File: config.mk
export PLATFORM = sky130hd
export DESIGN_NAME = cpu_sequencer
export DESIGN_NICKNAME = d
export VERILOG_FILES = /design/src/rtl/cpu_ctrl_pkg.sv /design/src/rtl/bus_watchdog.sv /design/src/rtl/cpu_sequencer.sv
export SDC_FILE = /design/constraint.sdc
export NUM_CORES = 1
export LEC_CHECK = 0
export CORE_MARGIN = 5
export CORE_UTILIZATION = 41
export DETAILED_ROUTE_END_ITERATION = 6
export GPL_TIMING_DRIVEN = 0
export PLACE_DENSITY = 0.85
export SLEW_MARGIN = 25
export SYNTH_ARGS = -nofsm -noshare
export SYNTH_HDL_FRONTEND = slang
export SYNTH_SLANG_ARGS = --single-unit
File: constraint.sdc
create_clock -name i_clk -period 6.2 [get_ports i_clk]
set_input_delay 1.24 -clock i_clk [delete_from_list [all_inputs] [get_ports i_clk]]
set_output_delay 1.24 -clock i_clk [all_outputs]
set_load 0.01 [all_outputs]
File: src/rtl/cpu_ctrl_pkg.sv
// Shared state encoding and default parameters for the CPU sequencer.
package cpu_ctrl_pkg;

  localparam logic [2:0] ST_FETCH   = 3'd0;
  localparam logic [2:0] ST_EXECUTE = 3'd1;
  localparam logic [2:0] ST_MTRAP   = 3'd2;
  localparam logic [2:0] ST_STRAP   = 3'd3;
  localparam logic [2:0] ST_FAULT   = 3'd4;

  typedef enum logic [2:0] {
    S_FETCH   = ST_FETCH,
    S_EXECUTE = ST_EXECUTE,
    S_MTRAP   = ST_MTRAP,
    S_STRAP   = ST_STRAP,
    S_FAULT   = ST_FAULT
  } state_e;

  localparam int unsigned OPC_W_DEF   = 32;
  localparam int unsigned LS_LO_DEF   = 27;
  localparam int unsigned LS_HI_DEF   = 34;
  localparam int unsigned DR_LO_DEF   = 14;
  localparam int unsigned DR_HI_DEF   = 17;
  localparam int unsigned TMO_W_DEF   = 8;
  localparam int unsigned TMO_MAX_DEF = 200;

endpackage

File: src/rtl/bus_watchdog.sv
// Saturating bus-wait counter; flags expiry when an increment is due at the last count.
module bus_watchdog
  import cpu_ctrl_pkg::*;
#(
  parameter int unsigned TMO_W   = TMO_W_DEF,
  parameter int unsigned TMO_MAX = TMO_MAX_DEF
) (
  input  logic i_clk,
  input  logic i_rst,
  input  logic i_clr,
  input  logic i_en,
  output logic o_expire_c
);

  localparam logic [TMO_W-1:0] CNT_LAST = TMO_W'(TMO_MAX - 1);

  logic [TMO_W-1:0] cnt_q;
  logic [TMO_W-1:0] cnt_d;

  always_comb begin
    cnt_d = cnt_q;
    if (i_clr) begin
      cnt_d = '0;
    end else if (i_en && (cnt_q != CNT_LAST)) begin
      cnt_d = cnt_q + TMO_W'(1);
    end
  end

  always_ff @(posedge i_clk) begin
    if (i_rst) begin
      cnt_q <= '0;
    end else begin
      cnt_q <= cnt_d;
    end
  end

  // Expiry depends only on the enable and the stored count, never on the clear.
  assign o_expire_c = i_en && (cnt_q == CNT_LAST);

endmodule

File: src/rtl/cpu_sequencer.sv
// Fetch/execute sequencer with long-latency holds, boundary interrupts and a bus watchdog.
module cpu_sequencer
  import cpu_ctrl_pkg::*;
#(
  parameter int unsigned OPC_W   = OPC_W_DEF,
  parameter int unsigned LS_LO   = LS_LO_DEF,
  parameter int unsigned LS_HI   = LS_HI_DEF,
  parameter int unsigned DR_LO   = DR_LO_DEF,
  parameter int unsigned DR_HI   = DR_HI_DEF,
  parameter int unsigned TMO_W   = TMO_W_DEF,
  parameter int unsigned TMO_MAX = TMO_MAX_DEF
) (
  input  logic             i_clk,
  input  logic             i_rst,
  input  logic             i_bus_DV,
  input  logic [OPC_W-1:0] i_instruction,
  input  logic             i_div_rem_finnished,
  input  logic             i_m_interrupt,
  input  logic             i_s_interrupt,
  input  logic             i_m_ie,
  input  logic             i_s_ie,
  input  logic             i_interrupt_finnished,
  input  logic             i_fault_clear,
  output logic             o_load_PC,
  output logic             o_start_fetch,
  output logic [2:0]       o_state,
  output logic             o_irq_ack_m,
  output logic             o_irq_ack_s,
  output logic             o_bus_timeout
);

  state_e state_q, state_d;
  logic   start_fetch_q, start_fetch_d;
  logic   ack_m_q, ack_m_d;
  logic   ack_s_q, ack_s_d;
  logic   timeout_q, timeout_d;

  logic is_ls_c, is_dr_c, done_c, wait_c, wd_clr_c, wd_expire_c;

  // Div/rem wins when an index falls in both ranges.
  assign is_dr_c = (i_instruction >= OPC_W'(DR_LO)) && (i_instruction <= OPC_W'(DR_HI));
  assign is_ls_c = (i_instruction >= OPC_W'(LS_LO)) && (i_instruction <= OPC_W'(LS_HI)) && !is_dr_c;

  always_comb begin
    done_c = 1'b0;
    if (state_q == S_EXECUTE) begin
      if (is_dr_c)      done_c = i_div_rem_finnished;
      else if (is_ls_c) done_c = i_bus_DV;
      else              done_c = 1'b1;
    end
  end

  assign wait_c = !i_bus_DV &&
                  ((state_q == S_FETCH) || ((state_q == S_EXECUTE) && is_ls_c));

  assign wd_clr_c = i_bus_DV || (state_d != state_q);

  bus_watchdog #(
    .TMO_W   (TMO_W),
    .TMO_MAX (TMO_MAX)
  ) u_bus_watchdog (
    .i_clk      (i_clk),
    .i_rst      (i_rst),
    .i_clr      (wd_clr_c),
    .i_en       (wait_c),
    .o_expire_c (wd_expire_c)
  );

  always_comb begin
    state_d       = state_q;
    start_fetch_d = 1'b0;
    ack_m_d       = 1'b0;
    ack_s_d       = 1'b0;
    timeout_d     = 1'b0;
    case (state_q)
      S_FETCH: begin
        if (i_bus_DV) begin
          state_d = S_EXECUTE;
        end else if (wd_expire_c) begin
          state_d   = S_FAULT;
          timeout_d = 1'b1;
        end
      end
      S_EXECUTE: begin
        // Interrupts are only taken once the current instruction has completed.
        if (done_c) begin
          if (i_m_interrupt && i_m_ie) begin
            state_d = S_MTRAP;
            ack_m_d = 1'b1;
          end else if (i_s_interrupt && i_s_ie) begin
            state_d = S_STRAP;
            ack_s_d = 1'b1;
          end else begin
            state_d       = S_FETCH;
            start_fetch_d = 1'b1;
          end
        end else if (wd_expire_c) begin
          state_d   = S_FAULT;
          timeout_d = 1'b1;
        end
      end
      S_MTRAP, S_STRAP: begin
        if (i_interrupt_finnished) begin
          state_d       = S_FETCH;
          start_fetch_d = 1'b1;
        end
      end
      S_FAULT: begin
        if (i_fault_clear) begin
          state_d       = S_FETCH;
          start_fetch_d = 1'b1;
        end
      end
      default: begin
        state_d = S_FETCH;
      end
    endcase
  end

  always_ff @(posedge i_clk) begin
    if (i_rst) begin
      state_q       <= S_FETCH;
      start_fetch_q <= 1'b0;
      ack_m_q       <= 1'b0;
      ack_s_q       <= 1'b0;
      timeout_q     <= 1'b0;
    end else begin
      state_q       <= state_d;
      start_fetch_q <= start_fetch_d;
      ack_m_q       <= ack_m_d;
      ack_s_q       <= ack_s_d;
      timeout_q     <= timeout_d;
    end
  end

  assign o_load_PC     = done_c;
  assign o_start_fetch = start_fetch_q;
  assign o_state       = 3'(state_q);
  assign o_irq_ack_m   = ack_m_q;
  assign o_irq_ack_s   = ack_s_q;
  assign o_bus_timeout = timeout_q;

endmodule

Yosys cells after proc, flatten, opt, wreduce, memory -nomap -nowiden
Index checks and enable logic that the tools add are counted.
Storage, ports and cells
  word-level logic and storage cells: 61
  output and inout port bits: 8
  register bits: 15
  input port bits: 42
Operators by class
  reduce and logical (&&, ||, !) cells: 18
  $add $sub $neg: 1
  multiplexer cells: 23
  equality and inequality tests: 7
  magnitude comparators: 4
  bitwise operators: 2
Operators by type and width (number)
  32-bit by 4-bit >= comparator with 1-bit output, second input constant: 1
  32-bit by 5-bit >= comparator with 1-bit output, second input constant: 1
  32-bit by 5-bit less-or-equal comparator with 1-bit output, second input constant: 1
  32-bit by 6-bit less-or-equal comparator with 1-bit output, second input constant: 1
  3-bit two-way mux: 5
  1-bit two-way mux: 13
  3-bit case mux with 4 select lines: 1
  1-bit logical AND: 9
  8-bit by 1-bit adder with 8-bit output, second input constant: 1
  8-bit == test, second input constant: 1
  8-bit inequality test, second input constant: 1
  3-bit by 2-bit == test with 1-bit output, second input constant: 2
  2-bit two-way mux: 2
  2-bit OR reduction: 2
  4-bit OR reduction: 1
  3-bit by 1-bit == test with 1-bit output, second input constant: 1
  3-bit == test, second input constant: 1
  3-bit zero test: 1
  3-bit inequality test: 1
  1-bit case mux with 3 select lines: 1
  3-bit OR reduction: 1
  1-bit zero test: 2
  1-bit logical OR: 2
  1-bit NOT: 2
  1-bit case mux with 2 select lines: 1

Longest topological paths before layout
Gate-level depths: netlist of the first run.
  depth after elaboration: 14
  gate-level depth with buffers: 7
  depth with buffers taken out: 7

Modules after synthesis
A second synthesis of the first run with hierarchy kept.
Unflattened totals
  cell total of the unflattened synthesis: 116
  area, all modules: 917.1 µm²
By module, submodules not included
  cpu_sequencer: cells each 69, instances 1, sequential area each 140.1 µm², area an instance 521.8 µm²
  bus_watchdog: cells each 47, instances 1, sequential area each 160.2 µm², area an instance 395.4 µm²

Least setup slack after synthesis of the first run
OpenSTA, ideal clock, no wires.
  path kind: input to output
  from: input port i_instruction[3]
  to: output port o_load_PC
  arrival: 2.617 ns
  path buffers: 0
  required time: 4.960 ns
  slack: 2.343 ns
  stages on the path: 5
  path through: or4b_1 -> a311o_1 -> a311o_1 -> nand3_1 -> inv_1
On the way
  word-level cells in the longest chain between the ends: 7
  elaborated cells on any way between the ends: 11
  those cells by class: order compare: 4; mux: 3; reduce/logical: 4
Ends and longest elaborated chain
  start, declared: line cpu_sequencer.sv:16  | input logic [OPC_W-1:0] i_instruction,
  32-bit by 4-bit >= comparator with 1-bit output / 32-bit by 5-bit less-or-equal comparator with 1-bit output (equally long branches): line cpu_sequencer.sv:41  | assign is_dr_c = (i_instruction >= OPC_W'(DR_LO)) && (i_instruction <= OPC_W'(DR_HI));
  1-bit logical AND: line cpu_sequencer.sv:41
  1-bit zero test: line cpu_sequencer.sv:42  | assign is_ls_c = (i_instruction >= OPC_W'(LS_LO)) && (i_instruction <= OPC_W'(LS_HI)) && !is_dr_c;
  1-bit logical AND: line cpu_sequencer.sv:42
  1-bit two-way mux: line cpu_sequencer.sv:48  | else if (is_ls_c) done_c = i_bus_DV;
  1-bit two-way mux *: line cpu_sequencer.sv:47  | if (is_dr_c) done_c = i_div_rem_finnished;
  1-bit two-way mux *: line cpu_sequencer.sv:46  | if (state_q == S_EXECUTE) begin
  end, declared: line cpu_sequencer.sv:24  | output logic o_load_PC,
Every way passes the cells marked *; elsewhere a longest branch is shown, timed or not.

Worst setup path in the final report of the first run
Ends and elaborated chain as after synthesis.

==> impl_results.md, run 1 <==
- TritonCTS Buffers: 3
- Worst EP required: a little under 5 ns
- Static leakage: between 0.5 and 0.6 nW
- Final ANT Viol Nets: 0
- TritonCTS clock tree: done
- Vias: approximately 1100
- Synth Area per Inst: around 8.2 µm²
- Worst-path maximum fanout: 4
- Non-filler cells, final: about 190
- Die height: between 50 and 60 µm
- Post-CTS setup buffer count: 0
- Reg power frac: between 40% and 50%
- RSZ-0062 raised after global routing: no
- Post-placement cell count: ~190
- R2r endpoint: u_bus_watchdog.cnt_q[7]$_SDFFE_PP0P_
- Min-delay src: u_bus_watchdog.cnt_q[1]$_SDFFE_PP0P_
- Syn Nets: roughly 150
- Area growth syn-to-layout: 61.6%
- Routed WL: about 2800 µm
- Largest net degree at the start of global routing: 10
- Chip Width: roughly 57 µm
- Final HPWL DP: 2260 µm
- Finished Core Util: about 68%
- Leading area contributor after synthesis: dfxtp_1
- Worst Tran Pin Value: between 0.5 and 0.6 ns
- Wire per inst: ~15 µm
- CP Launch Type: primary input
- Worst Setup Path Type: in -> out
- Hold Path End: u_bus_watchdog.cnt_q[1]$_SDFFE_PP0P_
- I/O Buffers: between 40 and 50
- Max-Cap Viols: 0
- Tcrit/Tclk final: between 70 and 80%
- Post-synth top area share: between 30% and 40%
- Synth area leaders: dfxtp_1, xor2_1, nand3_1
- Max Slew Vio Count: 0
- Pre-antenna DRT Iters: 4
- Initial core utilization: 41.8%
- ANT cells: 0
- Gpl congestion: around 0.86
- Max H-tree Level: 1
- Vias per std cell: 5.50
- GRT overflow: 0
- Tmin final: between 4 and 5 ns
- Post-Syn Area: approximately 900 µm²
- Die area: ~3200 µm²
- P_int: ~0.16 mW
- Post-synth cell types: 38
- Synth warn: 0
- Initial antenna violation count: 0
- IO Pins: 50
- CP endpoint kind: output pin
- Power per standard cell area: 147 nW/µm²
- Num rows: 17
- Post-synthesis sequential area ratio: 33.4%
- Fin nets: slightly above 200
- Post-CTS resize count: 0
- Hold Violations, Final: 0
- Tot GR Track Use: between 15 and 20%
- RR Startpoint: o_state[2]$_SDFF_PP0_
- Clk_skew: ~0.015 ns
- First-pass GRT wire length: about 4400 µm
- Status: completed
- Clock power share: 27.0%
- R2R setup slack: 3.84 ns
- Logic pwr share: 25.7%
- Worst EP arrival: 3.65 ns
- Switching Share: 26.7%
- Layout cell share with drive strength beyond 1: 6.75%
- P_sw: around 0.057 mW
- Clk_lat worst skew: 0.29 ns
- Fmax: 204 MHz
- Rel. slew slack: 59.7%
- Yosys reg bits: 15
- Setup TNS: 0 ns
- Setup Viol. Count Final: 0
- R2R depth: 7
- Worst min path class: reg -> reg
- Synth Instances: 110
- Clock Tree Root: clkbuf_4
- Vias in the first global route: around 1000
- Number of remaining DRC errors: 0
- Initial DRC count: 36
- Max VDD drop: 0.130 mV
- Core area: around 2100 µm²
- Clock sinks: 15
- WHS Path Cells: 2
- Longest Clk Path Bufs: 2
- # fillers: 185
- Tot Pwr: about 0.21 mW
- Clock slew at reported path FFs: about 0.080 ns
- CTS hold repair buffers: 0
[logic make-up after synthesis]
| family | Yosys count | share of synthesized area, % |
|---|---|---|
| mux | 1 | 1.11 |
| flops | 15 | 33.4 |
| simple gates | 62 | 38.4 |
| compound gates | 21 | 17.7 |
| buf+inv | 4 | 2.09 |
| xor+xnor | 6 | 5.85 |
| fa+ha+maj | 1 | 1.39 |
[cell type report]
cell class | instances | area [µm²] | area share (%)
flip-flops and latches | 15 | 300 | 20.7
plain buffers | 1 | 7.51 | 0.517
well taps | 28 | 35.0 | 2.41
clock inverters | 1 | 5.00 | 0.345
multi-input cells | 91 | 579 | 39.9
clock buffers | 3 | 22.5 | 1.55
repair buffers | 49 | 490 | 33.8
inverters | 3 | 11.3 | 0.776
[routing by layer]
layer,up-vias,track usage (%),wire (µm)
met2,26,33.5,1600
met4,0,2.98,27
li1,533,-,-
met1,487,17.4,1050
met3,4,4.14,121
met5,-,0,0
[power groups by stage]
stage               clock [mW]  sequential (mW)  combinational, mW
floorplan                    0            0.103             0.0176
global placement             0            0.103             0.0524
detailed placement           0            0.103             0.0542
CTS                     0.0597            0.101             0.0546
global route            0.0629            0.101             0.0591
finish                  0.0576            0.101             0.0547
[Yosys cell counts]
cell and n:
ha_1 1, and3_1 2, nand2_1 7, or2b_1 1
mux2i_1 1, inv_1 3, nand4_1 4, o31ai_1 1
nor3b_1 1, nand3b_1 1, and4_1 1, a221oi_1 1
nand3_1 9, o31ai_2 1, o21bai_1 1, nor4b_1 1
xor2_1 6, a211o_2 1, o21ai_0 3, or3b_2 1
or4_1 1, a31oi_1 2, or4b_1 1, and3b_2 1
nor4_1 6, nor3_1 7, a311o_1 2, o2111ai_2 1
nor2b_1 1, a21oi_1 6, nand2b_1 1, a21boi_0 1
nand4b_1 2, or3_1 2, a211oi_2 1, buf_4 1
dfxtp_1 15, nor2_1 12
[cells in the final DEF, fill, tap and decap left out, drive strengths merged, types with 3 or more instances in the layout]
| cell | synthesis | layout |
|---|---|---|
| inv | 3 | 3 |
| xor2 | 6 | 6 |
| nor2 | 12 | 12 |
| nand2 | 7 | 7 |
| o21ai | 3 | 3 |
| nor3 | 7 | 7 |
| nand4 | 4 | 4 |
| nor4 | 6 | 6 |
| nand3 | 9 | 9 |
| a21oi | 6 | 6 |
| clkbuf | 0 | 3 |
| dfxtp | 15 | 15 |
| clkdlybuf4s50 | 0 | 49 |
[how the worst max path moves through the flow]
stage / start / end / slack [ns] / cells after the start
final: i_instruction[3] / o_load_PC / 1.31 / 7
after CTS: i_instruction[3] / o_load_PC / 1.32 / 7
after detailed placement: i_instruction[3] / o_load_PC / 1.33 / 7
after global placement: i_instruction[3] / o_load_PC / 1.36 / 7
after global routing: i_instruction[3] / o_load_PC / 1.24 / 7
after floorplan: i_instruction[3] / o_load_PC / 2.34 / 5
[stage by stage]
stage / cell area [µm²] / hold WS, ns / setup slack, ns
3_5_place_dp: 1420 / 0.462 / 1.33
6_report: 1450 / 0.474 / 1.31
4_1_cts: 1450 / 0.478 / 1.32
3_3_place_gp: 1420 / 0.452 / 1.36
5_1_grt: 1450 / 0.501 / 1.24
2_1_floorplan: 898 / 0.444 / 2.34
[registers in the layout (all words and copies together), names as in the netlist]
name,cells
u_bus_watchdog.cnt_q,8
o_state,3
o_bus_timeout,1
o_irq_ack_m,1
o_irq_ack_s,1
o_start_fetch,1
[worst max-delay path: stages]
cell and delay (ns):
clkdlybuf4s50_1 0.46, or4b_1 0.54, a311o_1 0.28, a311o_1 0.41
nand3_1 0.16, inv_1 0.08, clkdlybuf4s50_1 0.48
(Power assumes the default switching activity.)
==> run 2, diff against run 1 <==
--- a/config.mk
+++ b/config.mk
@@ -6,10 +6,10 @@
 export NUM_CORES = 1
 export LEC_CHECK = 0
 export CORE_MARGIN = 5
-export CORE_UTILIZATION = 41
+export CORE_UTILIZATION = 38
 export DETAILED_ROUTE_END_ITERATION = 6
 export GPL_TIMING_DRIVEN = 0
-export PLACE_DENSITY = 0.85
+export PLACE_DENSITY = 0.79
 export SLEW_MARGIN = 25
 export SYNTH_ARGS = -nofsm -noshare
 export SYNTH_HDL_FRONTEND = slang
==> constraint.sdc (replaced) <==
create_clock -name i_clk -period 5.12 [get_ports i_clk]
set_input_delay 1.024 -clock i_clk [delete_from_list [all_inputs] [get_ports i_clk]]
set_output_delay 1.024 -clock i_clk [all_outputs]
set_load 0.01 [all_outputs]
==> run 2 against run 1 <==
Against the previous run:
- die area up 6.5%
- via count is 3.2% higher
- largest cell class unchanged
- non-clock buffer count stayed put
==> impl_results.md, run 2 (synthesized netlist as in run 1, its figures left out) <==
- Status: completed
- Hold Violations, Final: 0
- WHS: approximately 0.47 ns
- Worst-path maximum fanout: 4
- CP max stage delay: around 0.54 ns
- TritonCTS clock tree: done
- Layout cell share with drive strength beyond 1: a little under 7%
- Largest net degree at the start of global routing: 10
- Final ANT Viol Nets: 0
- Worst EP arrival: roughly 3.4 ns
- Max reg flops: 8
- Setup TNS: 0 ns
- Max-Cap Viols: 0
- IO Pins: 50
- Longest Clk Path Bufs: 2
- Fin nets: between 200 and 250
- Non-filler cells, final: between 150 and 200
- Setup Viol. Count Final: 0
- Commonest non-fill, non-tap cell in the layout: clkdlybuf4s50_1
- Max H-tree Level: 1
- Static leakage: roughly 0.52 nW
- Worst Tran Pin Value: about 0.64 ns
- Die height: around 59 µm
- Initial antenna violation count: 0
- Worst EP required: just over 4 ns
- WP buf/inv: 3
- Fmax: ~220 MHz
- Max VDD drop: 0.143 mV
- Initial core utilization: 40.2%
- First-pass GRT wire length: around 4800 µm
- Number of remaining DRC errors: 0
- Post-CTS setup buffer count: 0
- Post-CTS resize count: 0
- Area growth syn-to-layout: 61.6%
- Clock slew at reported path FFs: roughly 0.08 ns
- Chip Width: just under 60 µm
- Die area: approximately 3400 µm²
- CP endpoint kind: output pin
- ANT cells: 0
- Worst min path class: reg -> reg
- Commonest cells after routing, fill and taps aside: clkdlybuf4s50_1, dfxtp_1, nor2_1
- Biggest register: u_bus_watchdog.cnt_q
- Tcrit/Tclk final: 87.0%
- Num rows: 17
- Max stage delay cell, worst path: or4b_1
- Rel. slew slack: between 50% and 60%
- Post-placement cell count: 187
- Pre-antenna DRT Iters: 4
- Vias: between 1000 and 1500
- RSZ-0062 raised after global routing: no
- Core area: around 2200 µm²
- Clock sinks: 15
- Clk_skew: about 0.0058 ns
- Worst Setup Path Type: in -> out
- Gpl congestion: 0.773
- Final HPWL DP: between 2000 and 2500 µm
- Final instance area: 1450 µm²
- CP Launch Type: primary input
- Max Slew Vio Count: 0
- # fillers: 198
- Crit-path cells: clkdlybuf4s50_1 -> or4b_1 -> a311o_1 -> a311o_1 -> nand3_1 -> inv_1 -> clkdlybuf4s50_1
- GRT overflow: 0
- Tot GR Track Use: ~17%
- Area post-placement: around 1400 µm²
- I/O Buffers: a little under 50
- TritonCTS Buffers: 3
- Tmin final: approximately 4.5 ns
- Vias per std cell: roughly 5.7
- Vias in the first global route: 1103
- Power per standard cell area: roughly 180 nW/µm²
- Clk_lat worst skew: roughly 0.29 ns
- Initial DRC count: 30
- CTS hold repair buffers: 0
- Clock Tree Root: clkbuf_4
- Wire per inst: 15.3 µm
- Tot Pwr: 0.255 mW
- CP delay by family, top: buffers and inverters
- Routed WL: slightly below 3000 µm
run 2: final timing paths:
path	start	to	slack, ns	cells past startpoint
min	u_bus_watchdog.cnt_q[1]$_SDFFE_PP0P_	u_bus_watchdog.cnt_q[1]$_SDFFE_PP0P_	0.47	2
min reg2reg	u_bus_watchdog.cnt_q[1]$_SDFFE_PP0P_	u_bus_watchdog.cnt_q[1]$_SDFFE_PP0P_	0.47	2
max	i_instruction[3]	o_load_PC	0.67	7
max reg2reg	o_state[2]$_SDFF_PP0_	u_bus_watchdog.cnt_q[7]$_SDFFE_PP0P_	2.70	7
run 2: layout make-up:
cell class                      instances  area, µm²  share of cell area [%]
Inverter                                3       11.3                   0.776
Timing Repair Buffer                   49        490                    33.8
Clock buffer                            3       22.5                    1.55
Sequential cell                        15        300                    20.7
Buffer                                  1       7.51                   0.517
Multi-Input combinational cell         91        579                    39.9
Clock inverter                          1       5.00                   0.345
Tap cell                               28       35.0                    2.41
run 2: where the power goes:
part / switching, mW / total, mW / internal [mW]
registers: 0.00335 / 0.122 / 0.119
logic: 0.0248 / 0.0660 / 0.0412
clock network: 0.0377 / 0.0668 / 0.0291
run 2: stage by stage:
step / utilization, % / worst slack, ns
after global routing: 65.0 / 0.566
after floorplan: - / 1.69
after global placement: 63.8 / 0.702
final: 65.0 / 0.668
after CTS: 65.0 / 0.675
after detailed placement: 63.8 / 0.686
run 2: worst reg2reg max path: cells and delay by family, from the launching register on:
kind / cells / cell delay [ns]
DFF: 1 / 0.32
buffers and inverters: 2 / 0.26
and+or+nand+nor: 4 / 1.63
AOI/OAI and AO/OA: 1 / 0.15
run 2: metal layers:
metal / vias to the layer above / wire [µm] / GRT usage [%]
met5: - / 0 / 0
met4: 0 / 26 / 2.59
met3: 6 / 177 / 4.39
met2: 37 / 1590 / 34.9
met1: 510 / 1120 / 18.3
li1: 531 / - / -
